<file path="src/rtl/sticky_capture_pkg.sv">
// Shared definitions for the sticky capture bank: FSM encodings and slice helper.
// Latency: n/a (declarations only).
// Backpressure: n/a.
package sticky_capture_pkg;

   // Per-channel FSM encodings, kept as plain constants for legacy tooling.
   localparam logic ST_IDLE  = 1'b0;
   localparam logic ST_ARMED = 1'b1;

   // Low bit index of channel idx inside a packed CHANNELS*w bus.
   function automatic int slice_lo(input int idx, input int w);
      return idx * w;
   endfunction

endpackage

</file>
<file path="src/rtl/sticky_capture_channel.sv">
// One armed capture channel: arm, skip n valid beats, snapshot the next, hold it until ack.
// Latency: arm -> armed 1 cycle; capturing beat -> data_out/captured/capture_pulse 1 cycle.
// Backpressure: none; valid_in beats are counted or captured only while armed, else dropped.
// Optional feature: STICKY_CAPTURE_BANK_OVERRUN_EN adds the sticky overrun flag.
module sticky_capture_channel
   import sticky_capture_pkg::*;
#(
   parameter int              WIDTH       = 8,
   parameter int              SKIP_W      = 4,
   parameter logic [WIDTH-1:0] DEFAULT_OUT = '0
) (
   input  logic              clk,
   input  logic              rst,
   input  logic              arm,
   input  logic              disarm,
   input  logic [SKIP_W-1:0] skip,
   input  logic              ack,
   input  logic              valid_in,
   input  logic [WIDTH-1:0]  data_in,
   output logic [WIDTH-1:0]  data_out,
   output logic              armed,
   output logic              captured,
   output logic              capture_pulse,
   output logic              overrun
);

   logic              state;
   logic [SKIP_W-1:0] cnt;
   logic              cap;

   // A capture is the armed beat that survives disarm and has no skips left.
   always_comb begin
      cap = (state == ST_ARMED) && !disarm && valid_in && (cnt == '0);
   end

   // FSM and skip counter; a capture with arm held re-arms without an idle gap.
   always_ff @(posedge clk) begin
      if (rst) begin
         state <= ST_IDLE;
         cnt   <= '0;
      end else begin
         case (state)
            ST_IDLE: begin
               if (arm && !disarm) begin
                  state <= ST_ARMED;
                  cnt   <= skip;
               end
            end
            default: begin
               if (disarm) begin
                  state <= ST_IDLE;
               end else if (valid_in) begin
                  if (cnt != '0) begin
                     cnt <= cnt - 1'b1;
                  end else if (arm) begin
                     cnt <= skip;
                  end else begin
                     state <= ST_IDLE;
                  end
               end
            end
         endcase
      end
   end

   // Captured data and flags; a capture beats a simultaneous ack.
   always_ff @(posedge clk) begin
      if (rst) begin
         data_out      <= DEFAULT_OUT;
         captured      <= 1'b0;
         capture_pulse <= 1'b0;
      end else begin
         capture_pulse <= cap;
         if (cap) begin
            data_out <= data_in;
            captured <= 1'b1;
         end else if (ack) begin
            captured <= 1'b0;
         end
      end
   end

   assign armed = (state == ST_ARMED);

`ifdef STICKY_CAPTURE_BANK_OVERRUN_EN
   logic overrun_q;

   // Overrun marks a capture that landed on an unacknowledged one.
   always_ff @(posedge clk) begin
      if (rst) begin
         overrun_q <= 1'b0;
      end else if (cap && captured && !ack) begin
         overrun_q <= 1'b1;
      end else if (ack && !cap) begin
         overrun_q <= 1'b0;
      end
   end

   assign overrun = overrun_q;
`else
   assign overrun = 1'b0;
`endif

endmodule

</file>
<file path="src/rtl/sticky_capture_bank.sv">
// Bank of independent armed capture channels snapshotting datapath values for the control plane.
// Latency: arm -> armed 1 cycle; capturing beat -> outputs 1 cycle; all outputs registered.
// Backpressure: none; channels never stall valid_in, unarmed beats are dropped.
// Optional feature: STICKY_CAPTURE_BANK_OVERRUN_EN enables per-channel overrun flags.
module sticky_capture_bank
   import sticky_capture_pkg::*;
#(
   parameter int               WIDTH       = 8,
   parameter int               CHANNELS    = 4,
   parameter int               SKIP_W      = 4,
   parameter logic [WIDTH-1:0] DEFAULT_OUT = '0
) (
   input  logic                      clk,
   input  logic                      rst,
   input  logic [CHANNELS-1:0]       arm,
   input  logic [CHANNELS-1:0]       disarm,
   input  logic [SKIP_W-1:0]         skip,
   input  logic [CHANNELS-1:0]       ack,
   input  logic [CHANNELS-1:0]       valid_in,
   input  logic [CHANNELS*WIDTH-1:0] data_in,
   output logic [CHANNELS*WIDTH-1:0] data_out,
   output logic [CHANNELS-1:0]       armed,
   output logic [CHANNELS-1:0]       captured,
   output logic [CHANNELS-1:0]       capture_pulse,
   output logic [CHANNELS-1:0]       overrun
);

   // One channel per slice; the top level only routes the packed buses.
   for (genvar i = 0; i < CHANNELS; i++) begin : g_ch
      sticky_capture_channel #(
         .WIDTH       (WIDTH),
         .SKIP_W      (SKIP_W),
         .DEFAULT_OUT (DEFAULT_OUT)
      ) u_ch (
         .clk           (clk),
         .rst           (rst),
         .arm           (arm[i]),
         .disarm        (disarm[i]),
         .skip          (skip),
         .ack           (ack[i]),
         .valid_in      (valid_in[i]),
         .data_in       (data_in[slice_lo(i, WIDTH) +: WIDTH]),
         .data_out      (data_out[slice_lo(i, WIDTH) +: WIDTH]),
         .armed         (armed[i]),
         .captured      (captured[i]),
         .capture_pulse (capture_pulse[i]),
         .overrun       (overrun[i])
      );
   end

endmodule

</file>
<file path="config.mk">
export PLATFORM = sky130hd
export DESIGN_NAME = sticky_capture_bank
export DESIGN_NICKNAME = d
export VERILOG_FILES = /design/src/rtl/sticky_capture_pkg.sv /design/src/rtl/sticky_capture_channel.sv /design/src/rtl/sticky_capture_bank.sv
export SDC_FILE = /design/constraint.sdc
export NUM_CORES = 1
export LEC_CHECK = 0
export ABC_AREA = 1
export BUFFER_PORTS_ARGS = -buffer_cell sky130_fd_sc_hd__buf_2
export CORE_MARGIN = 2
export CORE_UTILIZATION = 53
export CTS_BUF_LIST = sky130_fd_sc_hd__clkbuf_4 sky130_fd_sc_hd__clkbuf_8 sky130_fd_sc_hd__clkbuf_16
export DETAILED_ROUTE_END_ITERATION = 10
export PLACE_DENSITY = 0.86
export SLEW_MARGIN = 20
export SYNTH_ARGS = -nofsm -noshare
export SYNTH_HDL_FRONTEND = slang
export SYNTH_SLANG_ARGS = --single-unit
</file>
<file path="constraint.sdc">
create_clock -name clk -period 3.5 [get_ports clk]
set_input_delay 0.175 -clock clk [delete_from_list [all_inputs] [get_ports clk]]
set_output_delay 0.175 -clock clk [all_outputs]
set_load 0.01 [all_outputs]
</file>
==> flow_summary.ini, run 1 <==
[drt]
routed_wl_um = 6359
vias = 2784
drt_first_pass_iters = 4
drc = 0
wl_per_cell_um = 10.98
first_iter_violations = 146
avgViaCountPerCell = 4.808
postRouteAntennaNets = 0

[worst_hold_path]
hp-class = input pin to flop
whs_path_depth = 3

[setup_path]
critPathMaxFanout = 10
r2r.worst_path.cells = 7
end_kind = flop
worstPathCellList = inv_1 > ha_1 > nand2_1 > nor3_4 > inv_2 > nor2_1 > nor2_1
start_kind = flop
cp.depth = 7
critPathBufInv = 2
crit_required_ns = 3.72
cp_slowest_stage_delay_ns = 0.32
critPathTopFamily = simple AND/OR/NAND/NOR gates
cpMostUsedCell = nor2_1
cp_slowest_cell = dfxtp_1
worstSetupPathType = flop to flop
cp_data_arrival_time_ns = 1.75

[clock_network]
cts_made_buffers = 9
insertion_delay_ns = 0.33
root_buffer = clkbuf_8
clockBufferDepth = 2
clkTransAtPathRegs_ns = 0.07
cts_resized = 0
hold_buffers = 0
htree_levels = 3
numClockSinks = 60
cts_setup_buffers = 0
cts_tree = yes

[die]
die_x_um = 77.03
num_rows = 26
die_area_mm2 = 0.005933
core-area_mm2 = 0.005140
initial_utilization_pct = 54.99
ios = 102
fp.dieH_um = 77.03

[placement]
dp_slack_ns = 1.714
gp_congestion = 0.8894
dpl-instance-area_mm2 = 0.003247
portBuffers = 97
dp_hpwl_um = 4543

[layout]
nNetsFinal = 563
drive_gt1_share_pct = 24.17
design_area_mm2 = 0.003447
syn2layout_area_growth_pct = 21.96
antennaDiodeCount = 0

[power_and_ir_drop]
internal_power_w = 0.001156
switching_power_w = 0.0004202
peakVddDrop_uv = 284.6
pwr-share-seq_pct = 46.3
p_comb_share_pct = 13.8
leakage_nw = 1.867
clockPowerShare_pct = 39.9
switching_share_pct = 26.66
power_w = 0.001576
p_per_area_mw_per_mm2 = 457.3

[synthesis]
yosysUniqueCellTypes = 21
yosysTopAreaCellShare_pct = 42.50
synth_edf_count = 0
yosysMostFrequentCell = nor2_1
seq_area_frac_synth_pct = 42.50
synth_common_cells = nor2_1, nand2_1, dfxtp_1, o21ai_0, inv_1
netlist_area_mm2 = 0.002826
synth_ff_type = dfxtp_1
synth_cells = 418
synth.area.top_cells = dfxtp_1, nor2_1, nand2_1
yosys_register_bits = 60
yosys_warnings = 0
synth_area_per_cell_um2 = 6.762
synth_top_area_cell = dfxtp_1
synth-async-reset-ratio_pct = 0

[grt]
antenna_found_initial = 0
grt_max_degree = 46
grt_overflow_total = 0
first_global_vias = 2584
grtUsageTotal_pct = 22.93
grt_pass1_wl_um = 10990

[run]
cap_violations = 0

[timing]
max_freq_mhz = 655.6
hold_viol_final = 0
drv_slew = 0
min_period_ns = 1.525
worst_slew_pin_slew_ns = 0.6128
setup_slack_ns = 1.975
setup_viol = 0
slew_headroom_pct = 59.09
holdWs_ns = 0.06102
finalClockSkew_ns = 0.006827
tns_ns = 0
fin_crit_sh_pct = 43.58
rsz0062_at_grt = no

[outcome]
status = complete, no violations
-- cells by family (layout without fill, tap and decap cells) --
| kind of cell | Yosys count | after routing | share of synthesized area, % |
|---|---|---|---|
| other | 1 | 4 | 0.1327 |
| buffers and inverters | 67 | 155 | 11.51 |
| flip-flops | 60 | 60 | 42.50 |
| AO/OA/AOI/OAI | 69 | 69 | 12.66 |
| adder cells (fa/ha/maj) | 4 | 4 | 1.771 |
| AND/OR/NAND/NOR | 217 | 217 | 31.43 |
-- sequential cells by signal (all words and copies together) (netlist names) --
signal / flops
g_ch.u_ch.cnt: 16
g_ch.u_ch.data_out: 32
g_ch.u_ch.capture_pulse: 4
g_ch.u_ch.captured: 4
g_ch.u_ch.armed: 4
-- worst paths after layout --
check / start / end / slack [ns]
worst max-delay path: g_ch[2].u_ch.cnt[0] / g_ch[2].u_ch.data_out[2] / 1.97
worst min-delay path: data_in[4] / g_ch[0].u_ch.data_out[4] / 0.06
worst max register to register: g_ch[2].u_ch.cnt[0] / g_ch[2].u_ch.data_out[2] / 1.97
worst min register to register: g_ch[2].u_ch.captured / g_ch[2].u_ch.captured / 0.46
-- cell type report --
| cell class | instances | area [µm²] |
|---|---|---|
| Timing Repair Buffer | 97 | 485.5 |
| Multi-Input combinational cell | 294 | 1311 |
| Fill cell | 439 | 1693 |
| Sequential cell | 60 | 1201 |
| Tap cell | 70 | 87.58 |
| Clock buffer | 11 | 151.4 |
| Inverter | 43 | 161.4 |
| Clock inverter | 4 | 48.80 |
-- worst min-delay path, delay by kind of cell --
kind | cells | cell delay (ns)
buffers and inverters | 1 | 0.07
and+or+nand+nor | 2 | 0.11
-- power by group through the flow --
stage / combinational [W] / sequential, W / clock, W
floorplan: 0.000154 / 0.000744 / 0
global placement: 0.000208 / 0.000744 / 0
detailed placement: 0.000216 / 0.000744 / 0
CTS: 0.000217 / 0.000730 / 0.000640
global route: 0.000252 / 0.000734 / 0.000670
finish: 0.000217 / 0.000730 / 0.000629
-- per-layer routing --
metal  wire [µm]  vias to the layer above  GRT usage (%)
met5           0                        -              0
met4          89                        0          12.32
met3         394                       11          6.353
met2        2996                       90          37.37
met1        2879                     1218          27.48
li1            -                     1465              -
-- metrics by stage --
| step | utilization (%) | cells |
|---|---|---|
| floorplan | - | 421 |
| global placement | 63.17 | 564 |
| detailed placement | 63.17 | 564 |
| CTS | 67.06 | 579 |
| global route | 67.06 | 579 |
| finish | 67.06 | 579 |
-- placed cells by master (no fill, tap or decap) --
cell type,n
buf_2,97
nor2_1,117
nor2_2,3
conb_1,4
nand4_1,2
nand3_1,17
a21boi_0,1
nor3_4,3
inv_1,39
inv_2,4
a21oi_1,11
ha_1,4
bufinv_16,1
o21bai_1,3
dfxtp_1,60
clkbuf_8,11
clkinv_2,2
clkinv_4,1
o21ai_0,53
nand2_2,1
nand2_1,74
a21boi_1,1
Note: power is estimated with default switching activity, not from simulation.
==> run 2: changes to the inputs <==
ABC_AREA = 0   (was 1)
CORE_UTILIZATION = 49   (was 53)
PLACE_DENSITY = 0.8   (was 0.86)
clock period = 1.5 ns   (was 3.5 ns; I/O delays follow)
==> flow_summary.ini, run 2 <==
[outcome]
status = finished with violations
violations = setup timing

[worst_hold_path]
whs_path_depth = 3
min_to = g_ch[1].u_ch.captured
min_from = ack[1]
hp-class = input pin to flop

[die]
initial_utilization_pct = 50.79
core-area_mm2 = 0.005540
die_x_um = 79.78
ios = 102
num_rows = 27
fp.dieH_um = 79.78
die_area_mm2 = 0.006365

[clock_network]
insertion_delay_ns = 0.34
numClockSinks = 60
cts_made_buffers = 9
cts_tree = yes
clockBufferDepth = 2
root_buffer = clkbuf_8
htree_levels = 3
clkTransAtPathRegs_ns = 0.07

[setup_path]
start_kind = flop
cp_data_arrival_time_ns = 1.95
crit_required_ns = 1.73
worstSetupPathType = flop to flop
reg2reg_slack_ns = -0.22
r2r.worst_path.cells = 7
reg2reg_to = g_ch[1].u_ch.data_out[1]
r2r_start = g_ch[1].u_ch.cnt[0]
critPathMaxFanout = 5
end_kind = flop

[power_and_ir_drop]
switching_power_w = 0.001090
leakage_nw = 2.228
switching_share_pct = 25.62
peakVddDrop_uv = 713.3
pwr-share-seq_pct = 39.9
p_comb_share_pct = 19.4
p_per_area_mw_per_mm2 = 956.3
clockPowerShare_pct = 40.6
internal_power_w = 0.003165

[layout]
largest_register = g_ch.u_ch.data_out
final-instance-count-excl-fill = 555
final_core_util_pct = 80.31
syn2layout_area_growth_pct = 58.11
nNetsFinal = 537
layout_common_cells = buf_2, dfxtp_1, nor2_1, dlygate4sd3_1, buf_4
final_common_cell = buf_2
design_area_mm2 = 0.004449
fillCellCount = 341
antennaDiodeCount = 0
drive_gt1_share_pct = 42.65
largest_reg_flops = 32
top_regs = g_ch.u_ch.data_out: 32 flops, g_ch.u_ch.cnt: 16 flops

[drt]
first_iter_violations = 191
avgViaCountPerCell = 5.407
wl_per_cell_um = 16.06
postRouteAntennaNets = 0
drt_first_pass_iters = 4
routed_wl_um = 8912
drc = 0
vias = 3001

[synthesis]
synth_edf_count = 0
yosysMostFrequentCell = dfxtp_1
synth-async-reset-ratio_pct = 0
synth_top_area_cell = dfxtp_1
yosysUniqueCellTypes = 42
seq_area_frac_synth_pct = 42.69
synth_ff_type = dfxtp_1
yosys_warnings = 0
yosysTopAreaCellShare_pct = 42.69
synth_cells = 316
synth_common_cells = dfxtp_1, nor2_1, mux2i_1, a21oi_1, inv_1
synth_area_per_cell_um2 = 8.905
synth.area.top_cells = dfxtp_1, mux2i_1, nor2_1
netlist_area_mm2 = 0.002814
yosys_register_bits = 60

[grt]
antenna_found_initial = 0
first_global_vias = 2837
grt_pass1_wl_um = 13070
grt_max_degree = 20
grtUsageTotal_pct = 26.99
grt_overflow_total = 0

[timing]
hold_viol_final = 0
rsz0062_at_grt = yes
tns_ns = -1.590
setup_slack_ns = -0.2221
max_freq_mhz = 580.7
min_period_ns = 1.722
setup_viol = 15
finalClockSkew_ns = 0.005259
drv_slew = 0
fin_crit_sh_pct = 114.8

[placement]
gp_congestion = 0.8835
portBuffers = 97
dp_hpwl_um = 4951
numPlacedInstances = 492
dpl-instance-area_mm2 = 0.003561

[run]
cap_violations = 0
run 2: what timing repair did:
action / CTS / global route
hold buffers: 39 / 0
pin swaps: 8 / 21
setup endpoints to repair: 39 / 46
setup buffers: 2 / 6
cloned: 0 / 1
hold endpoints to repair: 39 / 0
gates resized for setup: 14 / 35
run 2: worst max path at each step:
stage / startpoint / end / slack, ns / cells past startpoint
floorplan: g_ch[3].u_ch.cnt[0] / g_ch[3].u_ch.cnt[2] / -0.09 / 6
global placement: g_ch[3].u_ch.cnt[1] / g_ch[3].u_ch.cnt[2] / -0.11 / 6
detailed placement: g_ch[3].u_ch.cnt[1] / g_ch[3].u_ch.cnt[2] / -0.14 / 6
CTS: g_ch[3].u_ch.cnt[1] / g_ch[3].u_ch.cnt[2] / -0.14 / 6
global route: g_ch[1].u_ch.cnt[0] / g_ch[1].u_ch.data_out[1] / -0.34 / 7
finish: g_ch[1].u_ch.cnt[0] / g_ch[1].u_ch.data_out[1] / -0.22 / 7
run 2: worst max-delay path: stages, from the launching register on:
cell	delay, ns
dfxtp_2	0.33
inv_2	0.08
ha_4	0.14
nor3b_4	0.26
nand4b_1	0.28
buf_6	0.23
mux2i_1	0.21
nor2_1	0.09
run 2: power by group through the flow:
stage	clock, W	sequential (W)	combinational (W)
3_5_place_dp	0	0.00172	0.000589
4_1_cts	0.00173	0.00169	0.000707
6_report	0.00173	0.00170	0.000828
5_1_grt	0.00179	0.00171	0.000893
2_1_floorplan	0	0.00172	0.000340
3_3_place_gp	0	0.00172	0.000576
run 2: area by class of cell:
class / count / area, µm² / share of cell area (%)
Clock buffer: 12 / 165.2 / 3.712
Clock inverter: 3 / 68.82 / 1.547
Inverter: 20 / 75.07 / 1.687
Multi-Input combinational cell: 210 / 1622 / 36.45
Sequential cell: 60 / 1211 / 27.22
Tap cell: 72 / 90.09 / 2.025
Timing Repair Buffer: 178 / 1217 / 27.36
run 2: cells by family after synthesis:
group | share of synthesized area (%)
buf+inv | 9.115
flops | 42.69
fa+ha+maj | 1.779
compound gates | 14.36
mux | 12.49
simple gates | 19.43
other cells | 0.1333
run 2: routing by layer:
metal  routed length [µm]  global-route usage [%]
met1                 3477                   29.45
met2                 4624                   47.73
met3                  485                   7.240
met4                  325                   13.90
met5                    0                       0
run 2: stage by stage:
step	worst slack, ns	power, W	hold WS (ns)
after global placement	-0.1125	0.002292	0.2662
final	-0.2221	0.004255	0.01354
after global routing	-0.3385	0.004384	0.03177
after detailed placement	-0.1406	0.002309	0.2712
after CTS	-0.1352	0.004129	0.007582
after floorplan	-0.09348	0.002061	0.1543
==> run 3: changes to the inputs <==
GPL_ROUTABILITY_DRIVEN = 0   (was unset)
SETUP_SLACK_MARGIN = 0.5   (was unset)
==> flow_summary.ini, run 3 (synthesized netlist as in run 2, its figures left out) <==
[drt]
postRouteAntennaNets = 0
drc = 0
wl_per_cell_um = 16.00
drt_first_pass_iters = 5
avgViaCountPerCell = 5.402
vias = 3009
first_iter_violations = 172
routed_wl_um = 8910

[grt]
antenna_found_initial = 0
grt_overflow_total = 0
grtUsageTotal_pct = 26.56
grt_max_degree = 27
grt_pass1_wl_um = 13010
first_global_vias = 2790

[die]
num_rows = 27
initial_utilization_pct = 50.79
core-area_mm2 = 0.005540
ios = 102
die_area_mm2 = 0.006365
die_x_um = 79.78
fp.dieH_um = 79.78

[layout]
largest_reg_flops = 32
layout_common_cells = buf_2, dfxtp_1, nor2_1, dlygate4sd3_1, buf_4
drive_gt1_share_pct = 46.60
syn2layout_area_growth_pct = 62.83
final_common_cell = buf_2
final_core_util_pct = 82.70
top_regs = g_ch.u_ch.data_out: 32 flops, g_ch.u_ch.cnt: 16 flops
antennaDiodeCount = 0
nNetsFinal = 538
largest_register = g_ch.u_ch.data_out
final-instance-count-excl-fill = 557

[placement]
portBuffers = 97
dp_hpwl_um = 5239
numPlacedInstances = 488

[clock_network]
root_buffer = clkbuf_8
insertion_delay_ns = 0.35
cts_tree = yes
cts_made_buffers = 9
htree_levels = 3
clockBufferDepth = 2
clkTransAtPathRegs_ns = 0.07
numClockSinks = 60

[worst_hold_path]
hp-class = input pin to flop

[setup_path]
cp_data_arrival_time_ns = 1.85
cp_slowest_stage_delay_ns = 0.46
critPathMaxFanout = 5
end_kind = flop
crit_required_ns = 1.78
worstSetupPathType = flop to flop
start_kind = flop
cp_slowest_cell = or4_4
worstPathCellList = inv_2 > ha_4 > nor4b_4 > or4_4 > a211o_1 > a21oi_2

[run]
cap_violations = 0

[timing]
max_freq_mhz = 634.6
min_period_ns = 1.576
setup_slack_ns = -0.07587
fin_crit_sh_pct = 105.1
drv_slew = 0
finalClockSkew_ns = 0.01441
rsz0062_at_grt = yes
hold_viol_final = 0
setup_viol = 12

[outcome]
violations = setup timing
status = finished with violations

[power_and_ir_drop]
p_per_area_mw_per_mm2 = 953.4
peakVddDrop_uv = 733.5
leakage_nw = 2.273
run 3: final timing paths:
check,depth (start not counted),endpoint,from,slack (ns)
worst min-delay path,3,g_ch[0].u_ch.data_out[3],data_in[3],0.006
worst max register to register,6,g_ch[3].u_ch.cnt[2],g_ch[3].u_ch.cnt[1],-0.08
worst max-delay path,6,g_ch[3].u_ch.cnt[2],g_ch[3].u_ch.cnt[1],-0.08
worst min register to register,2,g_ch[1].u_ch.captured,g_ch[1].u_ch.captured,0.49
run 3: report_power, final:
group,switching (W),internal [W]
Sequential,0.0000525,0.00164
Combinational,0.000393,0.000468
Clock,0.000686,0.00113
run 3: cell type report:
type | count | area [µm²]
multi-input combinational | 210 | 1682
timing repair buffer | 179 | 1271
sequential | 60 | 1220
fill | 332 | 958.4
clock buffer | 10 | 131.4
clock inverter | 6 | 112.6
tap | 72 | 90.09
inverter | 20 | 75.07
run 3: timing repair:
| action | in CTS | in global routing |
|---|---|---|
| hold buffers | 36 | 0 |
| resized for setup | 36 | 11 |
| endpoints found under the setup margin | 64 | 64 |
| pin swaps | 16 | 12 |
| buffers inserted | 5 | 12 |
| hold endpoints to repair | 36 | 0 |
run 3: critical path, delay by kind of cell (launching register included):
family                   cells  cell delay [ns]
buffers and inverters        1             0.05
AO/OA/AOI/OAI                2             0.40
AND/OR/NAND/NOR              2             0.58
flip-flops                   1             0.33
adder cells (fa/ha/maj)      1             0.15
run 3: metal layers:
layer	GRT usage (%)	part of all wire, %	up-vias
li1	-	-	1421
met1	29.23	39	1428
met2	46.64	51	135
met3	6.109	7.0	25
met4	15.25	3.4	0
met5	0	0	-
run 3: per-stage QoR:
step	total power (W)	cell area, µm²	setup WS [ns]	TNS [ns]	hold WS [ns]
floorplan	0.002119	3038	-0.09348	-0.09348	0.1543
global placement	0.002334	3655	-0.1194	-0.1350	0.2649
detailed placement	0.002361	3655	-0.1492	-0.4935	0.2844
CTS	0.004299	4442	-0.05191	-0.1787	0.005145
global route	0.004518	4582	-0.1160	-1.594	0.007166
finish	0.004368	4582	-0.07587	-0.2547	0.005790
